===== src/rtl/tmds_channel_decoder.sv =====
// TMDS receive lane: finds the 10-bit word boundary from runs of control tokens,
// slides the bit offset until lock, and decodes every aligned word to data/ctrl/de.
module tmds_channel_decoder #(
  parameter int LOCK_COUNT     = 8,
  parameter int SEARCH_TIMEOUT = 1024,
  parameter int LOSS_TIMEOUT   = 2048
) (
  input  logic       pixclk_i,
  input  logic       rst_n_i,
  input  logic [9:0] raw_word_i,
  output logic [7:0] data_o,
  output logic [1:0] ctrl_o,
  output logic       de_o,
  output logic       locked_o,
  output logic [3:0] offset_o
);

  localparam int RUN_W   = (LOCK_COUNT > 1) ? $clog2(LOCK_COUNT) : 1;
  localparam int TMO_MAX = (LOSS_TIMEOUT > SEARCH_TIMEOUT) ? LOSS_TIMEOUT : SEARCH_TIMEOUT;
  localparam int TMO_W   = (TMO_MAX > 1) ? $clog2(TMO_MAX) : 1;

  localparam logic [RUN_W-1:0] RUN_LAST    = RUN_W'(LOCK_COUNT - 1);
  localparam logic [TMO_W-1:0] SEARCH_LAST = TMO_W'(SEARCH_TIMEOUT - 1);
  localparam logic [TMO_W-1:0] LOSS_LAST   = TMO_W'(LOSS_TIMEOUT - 1);

  typedef enum logic {SEARCH, LOCKED} state_e;

  state_e           state_q, state_d;
  logic [3:0]       offset_q, offset_d, offset_next;
  logic [RUN_W-1:0] run_q, run_d;
  logic [TMO_W-1:0] tmo_q, tmo_d;
  logic [1:0]       flush_q, flush_d;

  logic [9:0]  prev_q;
  logic [9:0]  aligned_q;
  logic [9:0]  aligned_d;
  logic [19:0] window;
  logic [7:0]  data_q;
  logic [1:0]  ctrl_q;
  logic        de_q;

  logic        is_tok;
  logic [1:0]  tok_cd;
  logic [7:0]  d_word;
  logic [6:0]  chain;
  logic [7:0]  dec_byte;

  // Older word sits in the low half, so the earliest serial bit is window[0].
  assign window    = {raw_word_i, prev_q};
  assign aligned_d = 10'(window >> offset_q);

  always_comb begin
    is_tok = 1'b1;
    tok_cd = 2'b00;
    case (aligned_q)
      10'b1101010100: tok_cd = 2'b00;
      10'b0010101011: tok_cd = 2'b01;
      10'b0101010100: tok_cd = 2'b10;
      10'b1010101011: tok_cd = 2'b11;
      default:        is_tok = 1'b0;
    endcase
  end

  assign d_word   = aligned_q[9] ? ~aligned_q[7:0] : aligned_q[7:0];
  assign chain    = d_word[7:1] ^ d_word[6:0];
  assign dec_byte = {aligned_q[8] ? chain : ~chain, d_word[0]};

  always_ff @(posedge pixclk_i or negedge rst_n_i) begin
    if (!rst_n_i) begin
      prev_q    <= '0;
      aligned_q <= '0;
      data_q    <= '0;
      ctrl_q    <= '0;
      de_q      <= 1'b0;
    end else begin
      prev_q    <= raw_word_i;
      aligned_q <= aligned_d;
      de_q      <= ~is_tok;
      if (is_tok) begin
        ctrl_q <= tok_cd;
      end else begin
        data_q <= dec_byte;
      end
    end
  end

  always_ff @(posedge pixclk_i or negedge rst_n_i) begin
    if (!rst_n_i) begin
      state_q  <= SEARCH;
      offset_q <= '0;
      run_q    <= '0;
      tmo_q    <= '0;
      flush_q  <= '0;
    end else begin
      state_q  <= state_d;
      offset_q <= offset_d;
      run_q    <= run_d;
      tmo_q    <= tmo_d;
      flush_q  <= flush_d;
    end
  end

  assign offset_next = (offset_q == 4'd9) ? 4'd0 : offset_q + 4'd1;

  always_comb begin
    state_d  = state_q;
    offset_d = offset_q;
    run_d    = run_q;
    tmo_d    = tmo_q;
    flush_d  = flush_q;
    // aligned_q still reflects the old offset for two words after a slip.
    if (flush_q != 2'd0) begin
      flush_d = flush_q - 2'd1;
      run_d   = '0;
      tmo_d   = '0;
    end else begin
      case (state_q)
        SEARCH: begin
          if (is_tok && (run_q >= RUN_LAST)) begin
            state_d = LOCKED;
            run_d   = '0;
            tmo_d   = '0;
          end else if (tmo_q >= SEARCH_LAST) begin
            offset_d = offset_next;
            run_d    = '0;
            tmo_d    = '0;
            flush_d  = 2'd2;
          end else begin
            run_d = is_tok ? run_q + 1'b1 : '0;
            tmo_d = tmo_q + 1'b1;
          end
        end
        LOCKED: begin
          run_d = '0;
          if (is_tok) begin
            tmo_d = '0;
          end else if (tmo_q >= LOSS_LAST) begin
            state_d  = SEARCH;
            offset_d = offset_next;
            tmo_d    = '0;
            flush_d  = 2'd2;
          end else begin
            tmo_d = tmo_q + 1'b1;
          end
        end
        default: state_d = SEARCH;
      endcase
    end
  end

  assign data_o   = data_q;
  assign ctrl_o   = ctrl_q;
  assign de_o     = de_q;
  assign locked_o = (state_q == LOCKED);
  assign offset_o = offset_q;

endmodule

===== config.mk =====
export PLATFORM = sky130hd
export DESIGN_NAME = tmds_channel_decoder
export DESIGN_NICKNAME = d
export VERILOG_FILES = /design/src/rtl/tmds_channel_decoder.sv
export SDC_FILE = /design/constraint.sdc
export NUM_CORES = 1
export LEC_CHECK = 0
export BUFFER_PORTS_ARGS = -buffer_cell sky130_fd_sc_hd__buf_4
export CAP_MARGIN = 15
export CORE_MARGIN = 8
export CORE_UTILIZATION = 53
export DETAILED_ROUTE_END_ITERATION = 7
export PLACE_DENSITY = 0.75
export SYNTH_ARGS = -nofsm -noshare
export SYNTH_HDL_FRONTEND = slang
export SYNTH_SLANG_ARGS = --single-unit

===== constraint.sdc =====
create_clock -name pixclk_i -period 2.2 [get_ports pixclk_i]
set_clock_uncertainty 0.1 [all_clocks]
set_input_delay 0.44 -clock pixclk_i [delete_from_list [all_inputs] [get_ports pixclk_i]]
set_output_delay 0.44 -clock pixclk_i [all_outputs]
set_load 0.02 [all_outputs]

# After elaboration in Yosys (flattened, before gate mapping)
# Index checks and enable logic that the tools add are counted.
# Widths: inputs -> output; s select.
[totals] output_inout_bits=16 word_cells=73 ff_bits=52 inputBits=12
[classes] shifts=1 n_mux=31 magnitude_cmp=3 n_reduce_logical=5 eq_ne=13 addsub=4 bitwise=6
[op_table] cell="$mux 11" n=5
[op_table] cell="$pmux 11 s2" n=1
[op_table] cell="$eq 10x10->1 const B" n=2
[op_table] cell="$mux 4" n=5
[op_table] cell="$shr 20x4->10" n=1
[op_table] cell="$mux 3" n=4
[op_table] cell="$add 11x1->11 const B" n=1
[op_table] cell="$ge 11x10->1 const B" n=1
[op_table] cell="$ge 11x11->1 const B" n=1
[op_table] cell="$eq 10x8->1 const B" n=1
[op_table] cell="$eq 10x9->1 const B" n=1
[op_table] cell="$mux 2" n=5
[op_table] cell="$mux 8" n=1
[op_table] cell="$not 8->8" n=1
[op_table] cell="$pmux 4 s2" n=1
[op_table] cell="$mux 7" n=1
[op_table] cell="$not 7->7" n=1
[op_table] cell="$xor 7x7->7" n=1
[op_table] cell="$ne 2x2->1 const B" n=3
[op_table] cell="$ne 3x3->1 const B" n=2
[op_table] cell="$pmux 2 s3" n=1
[op_table] cell="$pmux 3 s2" n=1
[op_table] cell="$reduce_and 5->1" n=1
[op_table] cell="$add 4x1->4 const B" n=1
[op_table] cell="15 further kinds" n=20

# Depth between registers and ports, before layout
[logic_depth] depth_word=8 ltp_mapped=7 depth_no_buf=7

# Worst setup path before layout
# OpenSTA, ideal clock, no wires.
[synth_timing] kind="register to register" from="register tmo_q[0]" to="register flush_q[0]" stages_incl_launch_ff=7 period_less_slack_ps=2077 path_buffers=0 required_ps=1972 arrival_time_ps=1850 setup_ps=128 path_slack_ps=123 path_cell_list="dfrtp_1 -> ha_1 -> a21oi_2 -> o41ai_4 -> nand2_4 -> o21ai_2 -> mux2_1"
[synth_via] elab_chain_cells=3 elab_cells_between_ends=5 classes_between="2 x order compare; 2 x eq/ne; 1 x reduce/logical"
[synth_lines] item="from (decl)" line="31" source="logic [TMO_W-1:0] tmo_q, tmo_d;"
[synth_lines] item="from (signal assigned)" line="98" source="tmo_q <= tmo_d;"
[synth_lines] item="$ge 11x10->1 or $ge 11x11->1 (tied branches)" line="123, 137"
[synth_lines] item="$ne 3x3->1 (no source line) or $ne 3x1->1 (tied branches)"
[synth_lines] item="$reduce_and 4->1 (no source line) *"
[synth_lines] item="to (signal assigned)" line="99" source="flush_q <= flush_d;"
[synth_lines] item="to (decl)" line="32" source="logic [1:0] flush_q, flush_d;"
# Mark *: on every way between the ends. The rest lies on a longest branch, timed or not.
# A chain may end at the register's enable or synchronous reset.

# Final worst setup path
[layout_timing] from="register run_q[0]" to="register flush_q[0]"
[layout_via] elab_chain_cells=4
[layout_lines] item="from (decl)" line="30" source="logic [RUN_W-1:0] run_q, run_d;"
[layout_lines] item="from (signal assigned)" line="97" source="run_q <= run_d;"
[layout_lines] item="$ge 3x3->1" line="119" source="if (is_tok && (run_q >= RUN_LAST)) begin"
[layout_lines] item="$logic_and 1x1->1" line="119"
[layout_lines] item="$ne 3x3->1 (no source line)"
[layout_lines] item="$reduce_and 4->1 (no source line)"
# No other way between the ends.

==> impl_metrics.env <==
export IMPL_tightestPinTransition_ns=0.691
export IMPL_synth_top_area_share_pct=43.8
export IMPL_grt_pass1_vias=2116
export IMPL_overflow=0
export IMPL_ys_types=51
export IMPL_dpl_hpwl_mm=4.38
export IMPL_p_seq_share_pct=54.6
export IMPL_p_switching_w=0.000452
export IMPL_status="finished clean"
export IMPL_antenna_cells=0
export IMPL_crit_type="flip-flop to flip-flop"
export IMPL_final_cell_mix="dfrtp_1, buf_4, nand2_1"
export IMPL_clock_tree_buffer_depth=2
export IMPL_dr_pass1_iters=4
export IMPL_die_x_microns=90.8
export IMPL_p_comb_share_pct=11.4
export IMPL_cp_start_kind="flip-flop"
export IMPL_max_freq_mhz=490
export IMPL_syn2layout_area_growth_pct=12.9
export IMPL_synth_main_ff_cell="dfrtp_1"
export IMPL_postCtsHoldBufs=0
export IMPL_synth_nets=282
export IMPL_die_h_microns=90.8
export IMPL_crit_required_ns=2.29
export IMPL_place_inst=359
export IMPL_critPathMaxFanout=6
export IMPL_route_antenna_remaining_nets=0
export IMPL_syn_area_per_cell_sq_um=11.2
export IMPL_via_count=2015
export IMPL_max_slew_margin_pct=54.0
export IMPL_clkLatencyLatePin_ns=0.30
export IMPL_drt_iter0_drc=77
export IMPL_place_congestion=0.863
export IMPL_final_net_count=311
export IMPL_cts_made_buffers=5
export IMPL_synthesis_area_sq_mm=0.00297
export IMPL_swShare_pct=23.9
export IMPL_synth_seq_area_share_pct=43.8
export IMPL_regArea_sq_mm=0.00130
export IMPL_period_share_pct=92.8
export IMPL_grt_total_usage_pct=15.1
export IMPL_internal_power_w=0.00144
export IMPL_synthCells=265
export IMPL_wl_mm=5.78
export IMPL_power_frac_clock_pct=34.0
export IMPL_post_cts_setup_buffer_count=0
export IMPL_drive_above_1_share_pct=25.1
export IMPL_antenna_found_initial=0
export IMPL_grt_max_degree=53
export IMPL_r2r_start="run_q[0]$_DFF_PN0_"
export IMPL_irDropWorstVdd_mv=0.288
export IMPL_io_buffer_count=27
export IMPL_endpoint_kind="flip-flop"
export IMPL_drv_slew=0
export IMPL_finalSetupTns_ns=0
export IMPL_rsz0062_at_grt="no"
export IMPL_rows=27
export IMPL_finalSetupViolCount=0
export IMPL_fillers=483
export IMPL_fin_crit_ns=2.04
export IMPL_vias_per_cell=5.49
export IMPL_clkSinkCount=52
export IMPL_clk_pin_slew_worst_paths_ns=0.09
export IMPL_critical_path_startpoint="run_q[0]$_DFF_PN0_"
export IMPL_remaining_drc_errors=0
export IMPL_async_reset_ff_share_pct=100
export IMPL_final_cells=367
export IMPL_h_tree_depth=2
export IMPL_ys_seq_elements=52
export IMPL_ys_warn_count=0
export IMPL_dieArea_sq_mm=0.00825
export IMPL_yosysTopAreaCell="dfrtp_1"
export IMPL_initial_utilization_pct=54.3
export IMPL_yosys_top_cells_area="dfrtp_1, mux4_2, mux2i_1"
export IMPL_cellPowerDensity_mw_per_mm2=564
export IMPL_wl_per_cell_microns=15.8
export IMPL_synth_edf_count=0
export IMPL_multiInputGateArea_sq_mm=0.00154
export IMPL_min_path_type="input port to asynchronous set/reset pin"
export IMPL_layout_commonest_cell="dfrtp_1"
export IMPL_cts_resized=0
export IMPL_cts_root_buf="clkbuf_8"
export IMPL_max_cap_viol_count=0
export IMPL_core_sq_mm=0.00547
export IMPL_postLayoutCoreUtil_pct=61.2
export IMPL_cp_data_arrival_time_ns=2.13
export IMPL_ios=28
export IMPL_grt_pass1_wl_mm=10.2
export IMPL_timing_final_hold_violations=0
export IMPL_cts_tree="built"
export IMPL_p_leak_nw=1.35
## synth_stat cells (all sizes together) (2+ instances only)
library cell	count
a211oi	6
o21ai	15
mux4	8
nor3b	10
a21oi	17
and3	2
nand3	6
nand2b	2
clkbuf	7
a31oi	3
inv	7
dfrtp	52
nor2b	4
xnor2	15
and2	3
nor3	4
buf	7
nand2	22
mux2	8
nor4	3
xor2	9
mux2i	16
nor2	16
and4bb	3
nand4	4
ha	5
## final timing paths
path | endpoint | slack, ns | cells after the start
setup / recovery | flush_q[0]$_DFFE_PN0P_ | 0.16 | 7
hold / removal | tmo_q[3]$_DFF_PN0_ | 0.05 | 1
setup reg to reg | flush_q[0]$_DFFE_PN0P_ | 0.16 | 7
hold reg to reg | data_o[4]$_DFFE_PN0N_ | 0.39 | 2
max in group asynchronous | prev_q[1]$_DFF_PN0_ | 1.52 | 1
min in group pixclk_i | prev_q[7]$_DFF_PN0_ | 0.15 | 1
## critical path, cell delays in order, from the launching register on
cell,delay [ns]
dfrtp_1,0.42
ha_1,0.22
ha_1,0.19
a31o_2,0.23
nor2_1,0.18
a21oi_4,0.09
o21ai_2,0.16
mux2_1,0.33
## flip-flops by register name (all words and copies together) (netlist names)
register / flops
ctrl_o: 2
data_o: 8
prev_q: 10
offset_o: 4
tmo_q: 11
flush_q: 2
locked_o: 1
aligned_q: 10
de_o: 1
run_q: 3
## layer usage
layer	GRT usage [%]	part of all wire, %	up-vias
li1	-	-	1010
met1	20.0	48	959
met2	23.4	47	39
met3	4.07	4.3	7
met4	4.91	1.3	0
met5	0	0	-
## power by group through the flow
stage	clock (W)	sequential (W)	combinational (W)
final	0.000642	0.00103	0.000215
after detailed placement	0	0.00105	0.000218
after CTS	0.000658	0.00103	0.000219
after floorplan	0	0.00108	0.0000905
after global routing	0.000705	0.00104	0.000238
after global placement	0	0.00105	0.000215
## layout make-up
type	count	share of cell area [%]
Clock inverter	2	1.05
Tap cell	72	2.69
Timing Repair Buffer	36	8.44
Sequential cell	52	38.8
Clock buffer	6	2.16
Multi-Input combinational cell	192	46.1
Inverter	7	0.784
## kinds of logic after synthesis
| logic type | count (synthesis) | synth area share [%] |
|---|---|---|
| buffers and inverters | 21 | 4.17 |
| DFF | 52 | 43.8 |
| muxes | 32 | 14.5 |
| adders and majority gates | 5 | 2.11 |
| xor gates and xnor gates | 24 | 7.08 |
| and+or+nand+nor | 82 | 17.1 |
| AOI/OAI and AO/OA | 49 | 11.2 |
## per-stage QoR
step	total power, W	worst slack [ns]	cell area (sq um)	hold slack, ns
after floorplan	0.00117	0.123	2970	0.0444
after global placement	0.00126	0.246	3240	0.363
after detailed placement	0.00127	0.183	3240	0.377
after CTS	0.00191	0.145	3350	0.0684
after global routing	0.00198	0.0322	3350	0.0975
final	0.00189	0.159	3350	0.0519
Note: power is estimated with default switching activity, not from simulation.
